--- config.mk ---
export PLATFORM = sky130hd
export DESIGN_NAME = mem_interconnect_flat
export DESIGN_NICKNAME = d
export VERILOG_FILES = /design/src/rtl/mem_pkg.sv /design/src/rtl/mem_interconnect_if.sv /design/src/rtl/mem_region_decode.sv /design/src/rtl/mem_interconnect.sv /design/src/flat_wrapper.sv
export SDC_FILE = /design/constraint.sdc
export NUM_CORES = 1
export LEC_CHECK = 0
export ABC_AREA = 1
export BUFFER_PORTS_ARGS = -buffer_cell sky130_fd_sc_hd__buf_2
export CORE_ASPECT_RATIO = 1.25
export CORE_MARGIN = 5
export CORE_UTILIZATION = 40
export DETAILED_ROUTE_END_ITERATION = 8
export PLACE_DENSITY_LB_ADDON = 0.15
export SKIP_LAST_GASP = 1
export SLEW_MARGIN = 0
export SYNTH_ARGS = -nofsm -noshare
export SYNTH_HDL_FRONTEND = slang
export SYNTH_SLANG_ARGS = --single-unit
--- constraint.sdc ---
create_clock -name clk -period 3.3 [get_ports clk]
set_clock_uncertainty 0.1 [all_clocks]
set_input_delay 0.495 -clock clk [delete_from_list [all_inputs] [get_ports clk]]
set_output_delay 0.495 -clock clk [all_outputs]
set_load 0.05 [all_outputs]
--- src/rtl/mem_pkg.sv ---
// Shared types and constants for the memory interconnect slice.
// Size encodings, FSM states and region/wait-counter limits.
package mem_pkg;

  localparam logic [1:0] SZ_B = 2'b00;
  localparam logic [1:0] SZ_H = 2'b01;
  localparam logic [1:0] SZ_W = 2'b10;
  localparam logic [1:0] SZ_D = 2'b11;

  localparam int unsigned MAX_REGIONS  = 4;
  localparam int unsigned WAIT_W       = 4;
  localparam int unsigned REGION_IDX_W = $clog2(MAX_REGIONS);

  typedef enum logic [1:0] {
    IDLE,
    ACCESS,
    RESP
  } mem_state_t;

  function automatic int unsigned size_bytes(input logic [1:0] sz);
    case (sz)
      SZ_B:    return 1;
      SZ_H:    return 2;
      SZ_W:    return 4;
      default: return 8;
    endcase
  endfunction

endpackage

--- src/rtl/mem_interconnect_if.sv ---
// Core request/response handshake plus the shared region target bus.
// The interconnect uses the slave modport; the core/regions side uses master.
interface mem_interconnect_if #(
  parameter int unsigned XLEN      = 64,
  parameter int unsigned N_REGIONS = 2
);
  logic                      req_valid;
  logic                      req_ready;
  logic                      req_we;
  logic [1:0]                req_size;
  logic [XLEN-1:0]           req_addr;
  logic [XLEN-1:0]           req_wdata;
  logic                      resp_valid;
  logic [XLEN-1:0]           resp_rdata;
  logic                      resp_err;
  logic [XLEN-1:0]           tgt_addr;
  logic [XLEN-1:0]           tgt_wdata;
  logic [XLEN/8-1:0]         tgt_be;
  logic [N_REGIONS-1:0]      tgt_we;
  logic [N_REGIONS*XLEN-1:0] tgt_rdata;

  modport slave (
    input  req_valid, req_we, req_size, req_addr, req_wdata, tgt_rdata,
    output req_ready, resp_valid, resp_rdata, resp_err,
           tgt_addr, tgt_wdata, tgt_be, tgt_we
  );

  modport master (
    output req_valid, req_we, req_size, req_addr, req_wdata, tgt_rdata,
    input  req_ready, resp_valid, resp_rdata, resp_err,
           tgt_addr, tgt_wdata, tgt_be, tgt_we
  );
endinterface

--- src/rtl/mem_region_decode.sv ---
// Combinational address decoder: hit flag, selected region and region offset.
// The lowest-index matching region wins when regions overlap.
module mem_region_decode
  import mem_pkg::*;
#(
  parameter int unsigned               XLEN        = 64,
  parameter int unsigned               N_REGIONS   = 2,
  parameter logic [N_REGIONS*XLEN-1:0] REGION_BASE = '0,
  parameter logic [N_REGIONS*XLEN-1:0] REGION_SIZE = '1
) (
  input  logic [XLEN-1:0]         addr,
  output logic                    hit,
  output logic [REGION_IDX_W-1:0] sel,
  output logic [XLEN-1:0]         offset
);

  always_comb begin
    hit    = 1'b0;
    sel    = '0;
    offset = '0;
    for (int unsigned i = 0; i < N_REGIONS; i++) begin
      // addr >= base is tested first, so the subtraction never wraps
      if (!hit && (addr >= REGION_BASE[i*XLEN +: XLEN]) &&
          ((addr - REGION_BASE[i*XLEN +: XLEN]) < REGION_SIZE[i*XLEN +: XLEN])) begin
        hit    = 1'b1;
        sel    = REGION_IDX_W'(i);
        offset = addr - REGION_BASE[i*XLEN +: XLEN];
      end
    end
  end

endmodule

--- src/rtl/mem_interconnect.sv ---
// Core memory port to N regions: decode, fault checks, wait states and byte lanes.
// FSM IDLE -> ACCESS (W+1 cycles) -> RESP, or IDLE -> RESP on a fault.
module mem_interconnect
  import mem_pkg::*;
#(
  parameter int unsigned                 XLEN        = 64,
  parameter int unsigned                 N_REGIONS   = 2,
  parameter logic [N_REGIONS*XLEN-1:0]   REGION_BASE = {64'h2000, 64'h0},
  parameter logic [N_REGIONS*XLEN-1:0]   REGION_SIZE = {64'h2000, 64'h2000},
  parameter logic [N_REGIONS*WAIT_W-1:0] REGION_WAIT = {4'd1, 4'd0},
  parameter logic [N_REGIONS-1:0]        REGION_RO   = 2'b01
) (
  input logic               clk,
  input logic               reset,
  mem_interconnect_if.slave bus
);

  localparam int unsigned NB    = XLEN / 8;
  localparam int unsigned OFF_W = $clog2(NB);

  mem_state_t state_q, state_d;

  logic [WAIT_W-1:0]       cnt_q;
  logic [REGION_IDX_W-1:0] sel_q;
  logic                    we_q;
  logic [1:0]              size_q;
  logic [OFF_W-1:0]        off_q;
  logic                    resp_err_q;
  logic [XLEN-1:0]         resp_rdata_q, tgt_addr_q, tgt_wdata_q;
  logic [NB-1:0]           tgt_be_q;

  logic                    dec_hit;
  logic [REGION_IDX_W-1:0] dec_sel;
  logic [XLEN-1:0]         dec_off;

  mem_region_decode #(
    .XLEN        (XLEN),
    .N_REGIONS   (N_REGIONS),
    .REGION_BASE (REGION_BASE),
    .REGION_SIZE (REGION_SIZE)
  ) u_decode (
    .addr   (bus.req_addr),
    .hit    (dec_hit),
    .sel    (dec_sel),
    .offset (dec_off)
  );

  logic [OFF_W-1:0]     req_off;
  int unsigned          req_nb, nb_q;
  logic                 sel_ro, fault, last_access;
  logic [WAIT_W-1:0]    sel_wait;
  logic [XLEN-1:0]      sel_rdata, wdata_req, rdata_shift, load_data;
  logic [NB-1:0]        be_req;
  logic [N_REGIONS-1:0] we_onehot;

  assign req_off     = bus.req_addr[OFF_W-1:0];
  assign req_nb      = size_bytes(bus.req_size);
  assign nb_q        = size_bytes(size_q);
  assign last_access = (state_q == ACCESS) && (cnt_q == '0);

  // Per-region parameter lookup by decoded index, and read/write steering by latched index
  always_comb begin
    sel_ro    = 1'b0;
    sel_wait  = '0;
    sel_rdata = '0;
    we_onehot = '0;
    for (int unsigned i = 0; i < N_REGIONS; i++) begin
      if (dec_sel == REGION_IDX_W'(i)) begin
        sel_ro   = REGION_RO[i];
        sel_wait = REGION_WAIT[i*WAIT_W +: WAIT_W];
      end
      if (sel_q == REGION_IDX_W'(i)) begin
        sel_rdata    = bus.tgt_rdata[i*XLEN +: XLEN];
        we_onehot[i] = 1'b1;
      end
    end
  end

  always_comb begin
    fault = !dec_hit
         || ((int'(req_off) & int'(req_nb - 1)) != 0)
         || ((XLEN == 32) && (bus.req_size == SZ_D))
         || (bus.req_we && sel_ro);
    wdata_req   = bus.req_wdata << {req_off, 3'b000};
    rdata_shift = sel_rdata >> {off_q, 3'b000};
    be_req      = '0;
    load_data   = '0;
    for (int unsigned b = 0; b < NB; b++) begin
      be_req[b]          = (b >= int'(req_off)) && (b < int'(req_off) + req_nb);
      load_data[b*8 +: 8] = (b < nb_q) ? rdata_shift[b*8 +: 8] : 8'h00;
    end
  end

  always_ff @(posedge clk) begin
    if (reset) state_q <= IDLE;
    else       state_q <= state_d;
  end

  always_comb begin
    state_d        = state_q;
    bus.req_ready  = (state_q == IDLE) && !reset;
    bus.resp_valid = (state_q == RESP);
    bus.tgt_we     = (last_access && we_q && !reset) ? we_onehot : '0;
    case (state_q)
      IDLE:    if (bus.req_valid) state_d = fault ? RESP : ACCESS;
      ACCESS:  if (cnt_q == '0) state_d = RESP;
      RESP:    state_d = IDLE;
      default: state_d = IDLE;
    endcase
  end

  always_ff @(posedge clk) begin
    if (reset) begin
      cnt_q        <= '0;
      sel_q        <= '0;
      we_q         <= 1'b0;
      size_q       <= '0;
      off_q        <= '0;
      resp_err_q   <= 1'b0;
      resp_rdata_q <= '0;
      tgt_addr_q   <= '0;
      tgt_wdata_q  <= '0;
      tgt_be_q     <= '0;
    end else if (state_q == IDLE && bus.req_valid) begin
      cnt_q        <= sel_wait;
      sel_q        <= dec_sel;
      we_q         <= bus.req_we;
      size_q       <= bus.req_size;
      off_q        <= req_off;
      resp_err_q   <= fault;
      resp_rdata_q <= '0;
      // Target bus only moves for accesses that will reach a region
      if (!fault) begin
        tgt_addr_q  <= dec_off;
        tgt_wdata_q <= wdata_req;
        tgt_be_q    <= be_req;
      end
    end else if (state_q == ACCESS) begin
      if (cnt_q != '0)  cnt_q        <= cnt_q - 1'b1;
      else if (!we_q)   resp_rdata_q <= load_data;
    end
  end

  assign bus.resp_err   = resp_err_q;
  assign bus.resp_rdata = resp_rdata_q;
  assign bus.tgt_addr   = tgt_addr_q;
  assign bus.tgt_wdata  = tgt_wdata_q;
  assign bus.tgt_be     = tgt_be_q;

endmodule

--- src/flat_wrapper.sv ---
// flat-port wrapper written by rule: the top's interface ports become plain ports
module mem_interconnect_flat import mem_pkg::*;
#(
  parameter int unsigned                 XLEN        = 64,
  parameter int unsigned                 N_REGIONS   = 2,
  parameter logic [N_REGIONS*XLEN-1:0]   REGION_BASE = {64'h2000, 64'h0},
  parameter logic [N_REGIONS*XLEN-1:0]   REGION_SIZE = {64'h2000, 64'h2000},
  parameter logic [N_REGIONS*WAIT_W-1:0] REGION_WAIT = {4'd1, 4'd0},
  parameter logic [N_REGIONS-1:0]        REGION_RO   = 2'b01
)
  (clk, reset, bus_req_valid, bus_req_we, bus_req_size, bus_req_addr, bus_req_wdata, bus_tgt_rdata, bus_req_ready, bus_resp_valid, bus_resp_rdata, bus_resp_err, bus_tgt_addr, bus_tgt_wdata, bus_tgt_be, bus_tgt_we);
  mem_interconnect_if #(.XLEN(XLEN), .N_REGIONS(N_REGIONS)) bus_i ();
  input logic clk;
  input logic reset;
  input wire logic [$bits(bus_i.req_valid)-1:0] bus_req_valid;
  input wire logic [$bits(bus_i.req_we)-1:0] bus_req_we;
  input wire logic [$bits(bus_i.req_size)-1:0] bus_req_size;
  input wire logic [$bits(bus_i.req_addr)-1:0] bus_req_addr;
  input wire logic [$bits(bus_i.req_wdata)-1:0] bus_req_wdata;
  input wire logic [$bits(bus_i.tgt_rdata)-1:0] bus_tgt_rdata;
  output wire logic [$bits(bus_i.req_ready)-1:0] bus_req_ready;
  output wire logic [$bits(bus_i.resp_valid)-1:0] bus_resp_valid;
  output wire logic [$bits(bus_i.resp_rdata)-1:0] bus_resp_rdata;
  output wire logic [$bits(bus_i.resp_err)-1:0] bus_resp_err;
  output wire logic [$bits(bus_i.tgt_addr)-1:0] bus_tgt_addr;
  output wire logic [$bits(bus_i.tgt_wdata)-1:0] bus_tgt_wdata;
  output wire logic [$bits(bus_i.tgt_be)-1:0] bus_tgt_be;
  output wire logic [$bits(bus_i.tgt_we)-1:0] bus_tgt_we;
  assign bus_i.req_valid = bus_req_valid;
  assign bus_i.req_we = bus_req_we;
  assign bus_i.req_size = bus_req_size;
  assign bus_i.req_addr = bus_req_addr;
  assign bus_i.req_wdata = bus_req_wdata;
  assign bus_i.tgt_rdata = bus_tgt_rdata;
  assign bus_req_ready = bus_i.req_ready;
  assign bus_resp_valid = bus_i.resp_valid;
  assign bus_resp_rdata = bus_i.resp_rdata;
  assign bus_resp_err = bus_i.resp_err;
  assign bus_tgt_addr = bus_i.tgt_addr;
  assign bus_tgt_wdata = bus_i.tgt_wdata;
  assign bus_tgt_be = bus_i.tgt_be;
  assign bus_tgt_we = bus_i.tgt_we;
  mem_interconnect #(.XLEN(XLEN), .N_REGIONS(N_REGIONS), .REGION_BASE(REGION_BASE), .REGION_SIZE(REGION_SIZE), .REGION_WAIT(REGION_WAIT), .REGION_RO(REGION_RO)) u_core (.clk(clk), .reset(reset), .bus(bus_i));
endmodule
==> flow_summary.toml <==
[setup_path]
crit_top_cell = "inv_1"
critPathMaxFanout = 14
crit_path_max_incr_delay_ns = 0.56
startpoint = "u_core.cnt_q[1]"
start_kind = "flip-flop"
required_ns = 3.64
criticalPathCategory = "flip-flop to flip-flop"
cp_cell_sequence = "inv_1, ha_1, inv_1, nor3_1, inv_1, nor2_1, inv_1, nor2_1, buf_4, clkinv_1, nor2_1, o221ai_1, a21oi_1"
crit_slowest_cell = "nor2_1"
r2r_start = "u_core.cnt_q[1]"
worst_setup_path_end_kind = "flip-flop"
arrival_ns = 3.05

[power_and_ir_drop]
peakVddDrop_v = 0.000329
powerDensity_nw_per_um2 = 386
cellLeakagePower_nw = 8.65

[floorplan]
boundaryPins = 467
core_area_um2 = 33400
start_util_pct = 40.4
die_width_um = 174
row_count = 75
fp.dieH_um = 215
dieArea_um2 = 37500

[drt]
drt-vias-per-instance = 5.19
drt_iter0_markers = 1257
drtAntennaViolNets = 0
wl_per_cell_um = 18.1
drt_pass1_iterations = 5
drt-total-wl_um = 56500
drc = 0
vias = 16200

[logic_synthesis]
syn_nets = 2544
avgSynthCellArea_um2 = 5.93
synth_ff_type = "dfxtp_1"
synth-edff-count = 0
synth_seq_cells = 214
async_flop_share_pct = 0
synth_area_um2 = 13500
seq_area_frac_synth_pct = 31.8
yosysWarningCount = 0
netlist_instances = 2275
synthDistinctLibCells = 46

[sta]
worstMarginPinSlew_ns = 0.954
hold_violations = 0
fin_crit_sh_pct = 82.3
fin_ws_ns = 0.585
slew_headroom_pct = 36.3
rsz0062_at_grt = "false"
setup_tns_ns = 0
period_minus_slack_ns = 2.72
finalMaxSlewViolations = 0
max_freq_mhz = 368
finalSetupViolCount = 0

[global_route]
grt-ovfl-total = 0
grt_max_degree = 66
grt_pass1_wl_um = 86900
antenna_found_initial = 2
grt_pass1_vias = 15600
track_usage_pct = 28.5

[final_layout]
multi_input_area_um2 = 7850
diodes = 0
final_common_cell = "nand2_1"
seq_area_um2 = 4290
fin_nets = 2951
final_cell_mix = "nand2_1 (710), buf_2 (466), nor2_1 (385)"
fillers = 3533
layout-drive-gt1-share_pct = 22.3
area_growth_pct = 27.0

[clocking]
clk_latency_ns = 0.51
post_cts_resized = 0
cts_buffers = 25
htreeDepth = 1
clock_sinks = 214
ctsHoldBuffers = 0
root_buffer = "clkbuf_16"
cts_tree = "done"
cts_buffer_depth = 3
postCtsSetupBuffers = 0
path_clk_slew_ns = 0.06

[status]
status = "finished clean"

[placement]
place_hpwl_um = 44300
place_ws_ns = 0.0506
port_buffers = 466
place_congestion = 0.965

[run]
drv_cap = 0

[hold_path]
hold_path.class = "primary input to flip-flop"
hp-start = "bus_req_addr[10]"
==> where the power goes <==
group | internal (mW) | switching (mW)
Sequential | 2.59 | 0.0125
Clock | 1.77 | 1.15
Combinational | 0.360 | 0.735
==> state kept, by name (all words and copies together), names as in the netlist <==
name,cells
u_core.bus.resp_err,1
u_core.bus.resp_rdata,64
u_core.bus.tgt_addr,64
u_core.bus.tgt_be,8
u_core.bus.tgt_wdata,64
u_core.cnt_q,4
u_core.off_q,3
u_core.sel_q,1
u_core.size_q,2
u_core.state_q,2
u_core.we_q,1
==> synthesized netlist by cell type (10+ instances only) <==
library cell / count / area, um2
mux2i_1: 33 / 330
nand2_1: 710 / 2670
nand4_1: 42 / 263
o211ai_1: 25 / 188
nor2_2: 12 / 75.1
dfxtp_1: 214 / 4280
o22ai_1: 12 / 75.1
inv_1: 216 / 811
o221ai_1: 20 / 175
nor3_1: 10 / 50.1
buf_2: 14 / 70.1
buf_1: 19 / 71.3
clkbuf_1: 101 / 379
nand3_1: 133 / 666
nor2_1: 386 / 1450
a21oi_1: 81 / 405
o21ai_0: 153 / 766
==> layout make-up <==
cell class	count	area share, %
Clock buffer	33	4.18
Clock inverter	12	0.906
Inverter	219	4.80
Multi-Input combinational cell	1705	45.8
Sequential cell	214	25.0
Tap cell	423	3.09
Timing Repair Buffer	517	16.2
==> through the flow <==
step | area (um2) | hold slack (ns) | utilization, % | cells | power [mW]
after floorplan | 13500 | 0.324 | - | 2275 | 3.26
after global placement | 16300 | 0.316 | 48.7 | 3078 | 3.73
after detailed placement | 16300 | 0.319 | 48.7 | 3078 | 3.74
after CTS | 17100 | 0.0697 | 51.3 | 3123 | 6.66
after global routing | 17100 | 0.0937 | 51.3 | 3123 | 6.87
final | 17100 | 0.0931 | 51.3 | 3123 | 6.62
==> cells by family (layout without fill, tap and decap cells) <==
| family | after synthesis | after routing | share of synthesized area (%) |
|---|---|---|---|
| AO/OA/AOI/OAI | 336 | 336 | 14.5 |
| AND/OR/NAND/NOR | 1321 | 1321 | 39.9 |
| adder cells (fa/ha/maj) | 7 | 7 | 0.705 |
| buffers and inverters | 356 | 781 | 10.1 |
| multiplexers | 33 | 33 | 2.45 |
| XOR/XNOR | 8 | 8 | 0.520 |
| flip-flops | 214 | 214 | 31.8 |
==> metal layers <==
| layer | GRT usage, % | wire (um) | vias to the layer above |
|---|---|---|---|
| met5 | 0 | 23 | - |
| li1 | - | - | 8098 |
| met4 | 10.1 | 2230 | 4 |
| met1 | 36.2 | 23400 | 7395 |
| met3 | 5.68 | 4060 | 114 |
| met2 | 48.1 | 26700 | 602 |
==> worst max-delay path, delay by kind of cell (launching register included) <==
kind | cells | cell delay, ns
AOI/OAI and AO/OA | 2 | 0.53
adders and majority gates | 1 | 0.17
buffers and inverters | 6 | 0.54
DFF | 1 | 0.31
and+or+nand+nor | 4 | 0.98
==> worst paths after layout <==
| check | endpoint | slack [ns] | cells past startpoint |
|---|---|---|---|
| hold / removal | u_core.bus.tgt_addr[10] | 0.09 | 3 |
| setup / recovery | u_core.bus.resp_rdata[13] | 0.58 | 13 |
| setup reg to reg | u_core.bus.resp_rdata[13] | 0.58 | 13 |
| hold reg to reg | u_core.bus.tgt_addr[60] | 0.33 | 2 |
No activity file was read; power rests on OpenSTA's default activity.
